==> config.mk <==
export PLATFORM = sky130hd
export DESIGN_NAME = mic_peak_meter_flat
export DESIGN_NICKNAME = d
export VERILOG_FILES = /design/src/rtl/mic_peak_meter_if.sv /design/src/rtl/mic_peak_meter.sv /design/src/flat_wrapper.sv
export SDC_FILE = /design/constraint.sdc
export NUM_CORES = 1
export LEC_CHECK = 0
export BUFFER_PORTS_ARGS = -buffer_cell sky130_fd_sc_hd__buf_2
export CORE_ASPECT_RATIO = 0.9
export CORE_MARGIN = 3
export CORE_UTILIZATION = 26
export CTS_CLUSTER_DIAMETER = 80
export DETAILED_ROUTE_END_ITERATION = 7
export RECOVER_POWER = 25
export SYNTH_ARGS = -nofsm -noshare
export SYNTH_HDL_FRONTEND = slang
export SYNTH_SLANG_ARGS = --single-unit
export TNS_END_PERCENT = 1
==> constraint.sdc <==
create_clock -name clk -period 2.2 [get_ports clk]
set_clock_uncertainty 0.15 [all_clocks]
set_input_delay 0.11 -clock clk [delete_from_list [all_inputs] [get_ports clk]]
set_output_delay 0.11 -clock clk [all_outputs]
set_load 0.005 [all_outputs]
==> src/rtl/mic_peak_meter_if.sv <==
// Sample/peak bundle between the slowclk/mic capture side and mic_peak_meter.
// master drives the strobe and sample; slave is the meter publishing peak results.
interface mic_peak_meter_if;
  logic        slw;
  logic [11:0] mic_in;
  logic [11:0] peak;
  logic [3:0]  level;
  logic [15:0] led;
  logic        peak_valid;

  modport master (
    output slw, mic_in,
    input  peak, level, led, peak_valid
  );

  modport slave (
    input  slw, mic_in,
    output peak, level, led, peak_valid
  );
endinterface

==> src/rtl/mic_peak_meter.sv <==
// Windowed microphone peak meter: max of WINDOW samples taken on slw rising edges,
// published as peak, 4-bit level and 16-LED bar. Optional feature macro: MIC_PEAK_AVG_EN.
module mic_peak_meter #(
  parameter int WINDOW = 4000,
  parameter int BASE   = 2048,
  parameter int SHIFT  = 7
) (
  input  logic             clk,
  input  logic             rst_n,
  mic_peak_meter_if.slave  bus
);

  localparam int CNT_W = (WINDOW > 1) ? $clog2(WINDOW) : 1;
  localparam logic [CNT_W-1:0] CNT_LAST = CNT_W'(WINDOW - 1);
  localparam logic [11:0]      BASE_12  = 12'(BASE);

  typedef enum logic {ACQ, PUB} state_t;

  state_t           state_reg;
  logic             slw_d_reg;
  logic [CNT_W-1:0] cnt_reg;
  logic [11:0]      cur_max_reg;
  logic [11:0]      max_reg;
  logic [11:0]      peak_reg;
  logic [3:0]       level_reg;
  logic [15:0]      led_reg;
  logic             peak_valid_reg;

  logic             tick;
  logic [11:0]      new_max;
  logic [11:0]      pub_peak;
  logic             above;
  logic [11:0]      diff;
  logic [11:0]      shifted;
  logic [3:0]       level_next;
  logic [15:0]      led_next;

  // slw_d resets high so a strobe already high at reset release is not a tick
  assign tick    = bus.slw & ~slw_d_reg;
  assign new_max = (bus.mic_in > cur_max_reg) ? bus.mic_in : cur_max_reg;

`ifdef MIC_PEAK_AVG_EN
  logic [11:0] prev_max_reg;
  logic [12:0] avg_sum;
  assign avg_sum  = {1'b0, max_reg} + {1'b0, prev_max_reg};
  assign pub_peak = avg_sum[12:1];
`else
  assign pub_peak = max_reg;
`endif

  assign above      = pub_peak > BASE_12;
  assign diff       = above ? (pub_peak - BASE_12) : 12'd0;
  assign shifted    = diff >> SHIFT;
  assign level_next = (shifted > 12'd15) ? 4'd15 : shifted[3:0];

  generate
    for (genvar gi = 0; gi < 16; gi++) begin : g_led
      assign led_next[gi] = above && (4'(gi) <= level_next);
    end
  endgenerate

  always_ff @(posedge clk or negedge rst_n) begin
    if (!rst_n) begin
      state_reg      <= ACQ;
      slw_d_reg      <= 1'b1;
      cnt_reg        <= '0;
      cur_max_reg    <= '0;
      max_reg        <= '0;
      peak_reg       <= '0;
      level_reg      <= '0;
      led_reg        <= '0;
      peak_valid_reg <= 1'b0;
`ifdef MIC_PEAK_AVG_EN
      prev_max_reg   <= '0;
`endif
    end else begin
      slw_d_reg <= bus.slw;
      case (state_reg)
        ACQ: begin
          peak_valid_reg <= 1'b0;
          if (tick) begin
            if (cnt_reg == CNT_LAST) begin
              max_reg     <= new_max;
              cur_max_reg <= '0;
              cnt_reg     <= '0;
              state_reg   <= PUB;
            end else begin
              cur_max_reg <= new_max;
              cnt_reg     <= cnt_reg + 1'b1;
            end
          end
        end
        PUB: begin
          peak_reg       <= pub_peak;
          level_reg      <= level_next;
          led_reg        <= led_next;
          peak_valid_reg <= 1'b1;
`ifdef MIC_PEAK_AVG_EN
          prev_max_reg   <= max_reg;
`endif
          state_reg      <= ACQ;
          // A tick here cannot be the last of a window (cnt was just cleared)
          if (tick) begin
            cur_max_reg <= new_max;
            cnt_reg     <= cnt_reg + 1'b1;
          end
        end
        default: state_reg <= ACQ;
      endcase
    end
  end

  assign bus.peak       = peak_reg;
  assign bus.level      = level_reg;
  assign bus.led        = led_reg;
  assign bus.peak_valid = peak_valid_reg;

endmodule
==> src/flat_wrapper.sv <==
// flat-port wrapper written by rule: the top's interface ports become plain ports
module mic_peak_meter_flat 
#(
  parameter int WINDOW = 4000,
  parameter int BASE   = 2048,
  parameter int SHIFT  = 7
)
  (clk, rst_n, bus_slw, bus_mic_in, bus_peak, bus_level, bus_led, bus_peak_valid);
  mic_peak_meter_if bus_i ();
  input  logic clk;
  input  logic rst_n;
  input wire logic [$bits(bus_i.slw)-1:0] bus_slw;
  input wire logic [$bits(bus_i.mic_in)-1:0] bus_mic_in;
  output wire logic [$bits(bus_i.peak)-1:0] bus_peak;
  output wire logic [$bits(bus_i.level)-1:0] bus_level;
  output wire logic [$bits(bus_i.led)-1:0] bus_led;
  output wire logic [$bits(bus_i.peak_valid)-1:0] bus_peak_valid;
  assign bus_i.slw = bus_slw;
  assign bus_i.mic_in = bus_mic_in;
  assign bus_peak = bus_i.peak;
  assign bus_level = bus_i.level;
  assign bus_led = bus_i.led;
  assign bus_peak_valid = bus_i.peak_valid;
  mic_peak_meter #(.WINDOW(WINDOW), .BASE(BASE), .SHIFT(SHIFT)) u_core (.clk(clk), .rst_n(rst_n), .bus(bus_i));
endmodule
==> run_results.csv <==
group,metric,value,unit
logic_synthesis,ys.flop_type,"dfrtp_1",
clock_tree,cts.clk_slew.worst_paths,0.05,ns
power,comb_power_share,24.1,%
clock_tree,cts_root_buffer,"clkbuf_16",
clock_tree,cts.sinks,71,
timing,tightest_slew,1.411,ns
detailed_routing,via_count,2599,
logic_synthesis,synth_seq_area_share,53.64,%
final_layout,syn_to_final_growth,38.09,%
clock_tree,cts_buffers,9,
job,cap_violations,0,
power,netSwitchingFraction,25.98,%
global_route,grtUsageTotal,11.81,%
global_route,grt_pass1_wl,13600,um
timing,rsz0062_at_grt,"yes",
power,seq_power_share,35.9,%
logic_synthesis,synth_top_area_share,52.85,%
final_layout,drive_above_1_share,34.46,%
worst_setup_path,critPathSlowestCell,"dlygate4sd3_1",
logic_synthesis,yosysWarnings,0,
timing,tns,-0.05288,ns
timing,hold_viol_final,0,
place,dp_hpwl,5510,um
worst_setup_path,cp_top_family,"buffers and inverters",
power,power_density,955.0,nW/um^2
logic_synthesis,synth_top_area_cell,"dfrtp_1",
logic_synthesis,synth_cell_types,42,
final_layout,fillers,1205,
clock_tree,cts_tree,"built",
floorplanning,io_pins,48,
logic_synthesis,syn_inst,299,
logic_synthesis,synth-seq-cells,71,
floorplanning,coreArea,12270,um^2
place,io_buffers,47,
power,switchingPower,1136,uW
detailed_routing,drc,0,
clock_tree,clock_path_buffers,2,
logic_synthesis,ys_async_sr_fraction,100.0,%
power,p_leak,0.002258,uW
detailed_routing,viasPerCell,4.760,
logic_synthesis,synth.net_count,327,
worst_setup_path,end_kind,"register",
timing,setup_slack,-0.03192,ns
clock_tree,clk_latency,0.33,ns
worst_setup_path,path_max_fanout,6,
timing,max_freq,0.4480,GHz
timing,final_max_slew_viol_count,0,
worst_setup_path,cp-start-kind,"input pin",
detailed_routing,drt_first_pass_iters,4,
place,dp_slack,-0.09734,ns
global_route,grt_pass1_vias,2661,
status,violations,"setup timing",
detailed_routing,drtIter0Drc,199,
timing,setup_viol,3,
final_layout,diodes,0,
power,internal_power,3235,uW
floorplanning,die_h,113.1,um
detailed_routing,wirelength,8364,um
logic_synthesis,synth_edf_count,0,
final_layout,fin_nets,409,
timing,finalCritPeriodShare,101.5,%
detailed_routing,wire_per_inst,15.32,um
min_path,hp-class,"input pin to register",
timing,min_period,2.232,ns
place,gp_congestion,0.7816,
floorplanning,std_cell_rows,38,
power,vdd_drop_max,413.1,uV
worst_setup_path,cp_num_buf_inv,4,
worst_setup_path,required,2.26,ns
global_route,antenna_found_initial,0,
logic_synthesis,synth.avg_cell_area,11.09,um^2
clock_tree,cts_max_level,3,
global_route,overflow,0,
status,run_status,"finished, violations left",
worst_setup_path,crit_chain,"dlygate4sd3_1 > buf_2 > ha_1 > o211ai_1 > a21oi_4 > o31ai_4 > buf_4 > a21o_1 > buf_6 > a22o_1",
final_layout,largest_reg_flops,16,
power,pwr-share-clk,40.0,%
logic_synthesis,syn_area,3314,um^2
logic_synthesis,synth_area_leaders,"dfrtp_1 53%, ha_1 4.9%, mux2_2 4.4%",
floorplanning,die_area,14140,um^2
global_route,grt_max_degree,47,
floorplanning,die_width,125.0,um
worst_setup_path,slowest_delay,0.55,ns
worst_setup_path,path_class,"input pin to register",
worst_setup_path,crit_arrival,2.29,ns
detailed_routing,postRouteAntennaNets,0,
timing,relSlewSlack,5.958,%
floorplanning,initial_utilization,27.02,%
==> routing by layer <==
metal / part of all wire [%] / global-route usage, % / vias up / wire, um
li1: - / - / 1223 / -
met1: 48 / 16.11 / 1293 / 3975
met2: 46 / 18.20 / 67 / 3821
met3: 4.8 / 3.398 / 16 / 401
met4: 2.0 / 3.829 / 0 / 165
met5: 0 / 0 / - / 0
==> logic make-up after synthesis <==
group	after synthesis	share of synthesized area (%)
AND/OR/NAND/NOR	81	14.38
flip-flops	71	53.64
AO/OA/AOI/OAI	67	14.84
buffers and inverters	46	5.700
multiplexers	13	4.417
adder cells (fa/ha/maj)	13	4.908
XOR/XNOR	8	2.114
==> synthesized netlist by cell type, types with 5 or more instances <==
| cell type | n |
|---|---|
| o21ai_0 | 18 |
| mux2_2 | 13 |
| dfrtp_1 | 70 |
| ha_1 | 13 |
| nand3_1 | 13 |
| nand2_1 | 16 |
| o221a_1 | 10 |
| inv_1 | 30 |
| a22o_1 | 12 |
| nand2b_1 | 11 |
| nor2_1 | 10 |
| a21oi_1 | 9 |
| o22ai_1 | 5 |
| nand4_1 | 5 |
| clkbuf_1 | 13 |
==> power groups by stage <==
stage          Combinational, uW  Clock [uW]  Sequential (uW)
6_report                    1060        1750             1570
5_1_grt                     1150        1840             1580
3_3_place_gp                 696           0             1570
3_5_place_dp                 726           0             1580
2_1_floorplan                377           0             1570
4_1_cts                      822        1780             1550
==> worst reg2reg max path: stages, from the launching register on <==
cell,delay (ns)
dfrtp_1,0.35
inv_1,0.07
ha_4,0.27
and4_4,0.25
nand2_4,0.06
a21oi_4,0.18
o31ai_4,0.07
buf_4,0.15
a21o_1,0.19
buf_6,0.14
a22o_1,0.21
==> final timing paths <==
check | start | endpoint | slack (ns) | cells past startpoint
min | bus_mic_in[0] | u_core.cur_max_reg[0] | 0.05 | 2
max reg2reg | u_core.cur_max_reg[5] | u_core.cur_max_reg[5] | -0.02 | 10
min reg2reg | u_core.cnt_reg[8] | u_core.cnt_reg[8] | 0.34 | 1
min in group asynchronous | rst_n | u_core.cnt_reg[9] | 0.49 | 3
max in group asynchronous | rst_n | u_core.bus.led[12] | 0.46 | 3
max | bus_mic_in[2] | u_core.cur_max_reg[5] | -0.03 | 10
==> placed cells by master (no fill, tap or decap), types with 5 or more instances in the layout <==
cell           count
a21oi_1            6
a22o_1            12
buf_2             43
buf_4             20
clkbuf_16          9
dfrtp_1           70
dlygate4sd3_1     13
ha_4               9
inv_1             26
mux2_2            13
nand2_1           15
nand2b_1          11
nand3_1           13
nand4_1            5
nor2_1             9
o21ai_0           17
o221a_1           10
o22ai_1            5
==> area by class of cell <==
| cell class | instances | area, um^2 | area share, % |
|---|---|---|---|
| clock buffer | 9 | 225.2 | 4.921 |
| clock inverter | 7 | 135.1 | 2.952 |
| tap | 160 | 200.2 | 4.374 |
| timing repair buffer | 86 | 573.1 | 12.52 |
| inverter | 30 | 112.6 | 2.460 |
| sequential | 71 | 1778 | 38.85 |
| multi-input combinational | 183 | 1553 | 33.93 |
==> stage by stage <==
stage               hold slack [ns]  cell area, um^2  util (%)  std cells  total power (uW)
floorplan                   -0.3356             3314         -        299              1945
global placement            0.01133             3854     31.42        514              2267
detailed placement        -0.001871             3854     31.42        514              2301
CTS                          0.2036             4415     36.00        545              4155
global route                0.08140             4577     37.31        546              4567
finish                      0.05435             4577     37.31        546              4371
==> what timing repair did <==
action | CTS | global route
endpoints found under the setup margin | 24 | 24
setup buffers | 0 | 2
endpoints found under the hold margin | 95 | 0
gates resized for setup | 12 | 27
pin swaps | 20 | 24
hold buffers | 14 | 0
cloned | 1 | 0
(Power assumes the default switching activity.)
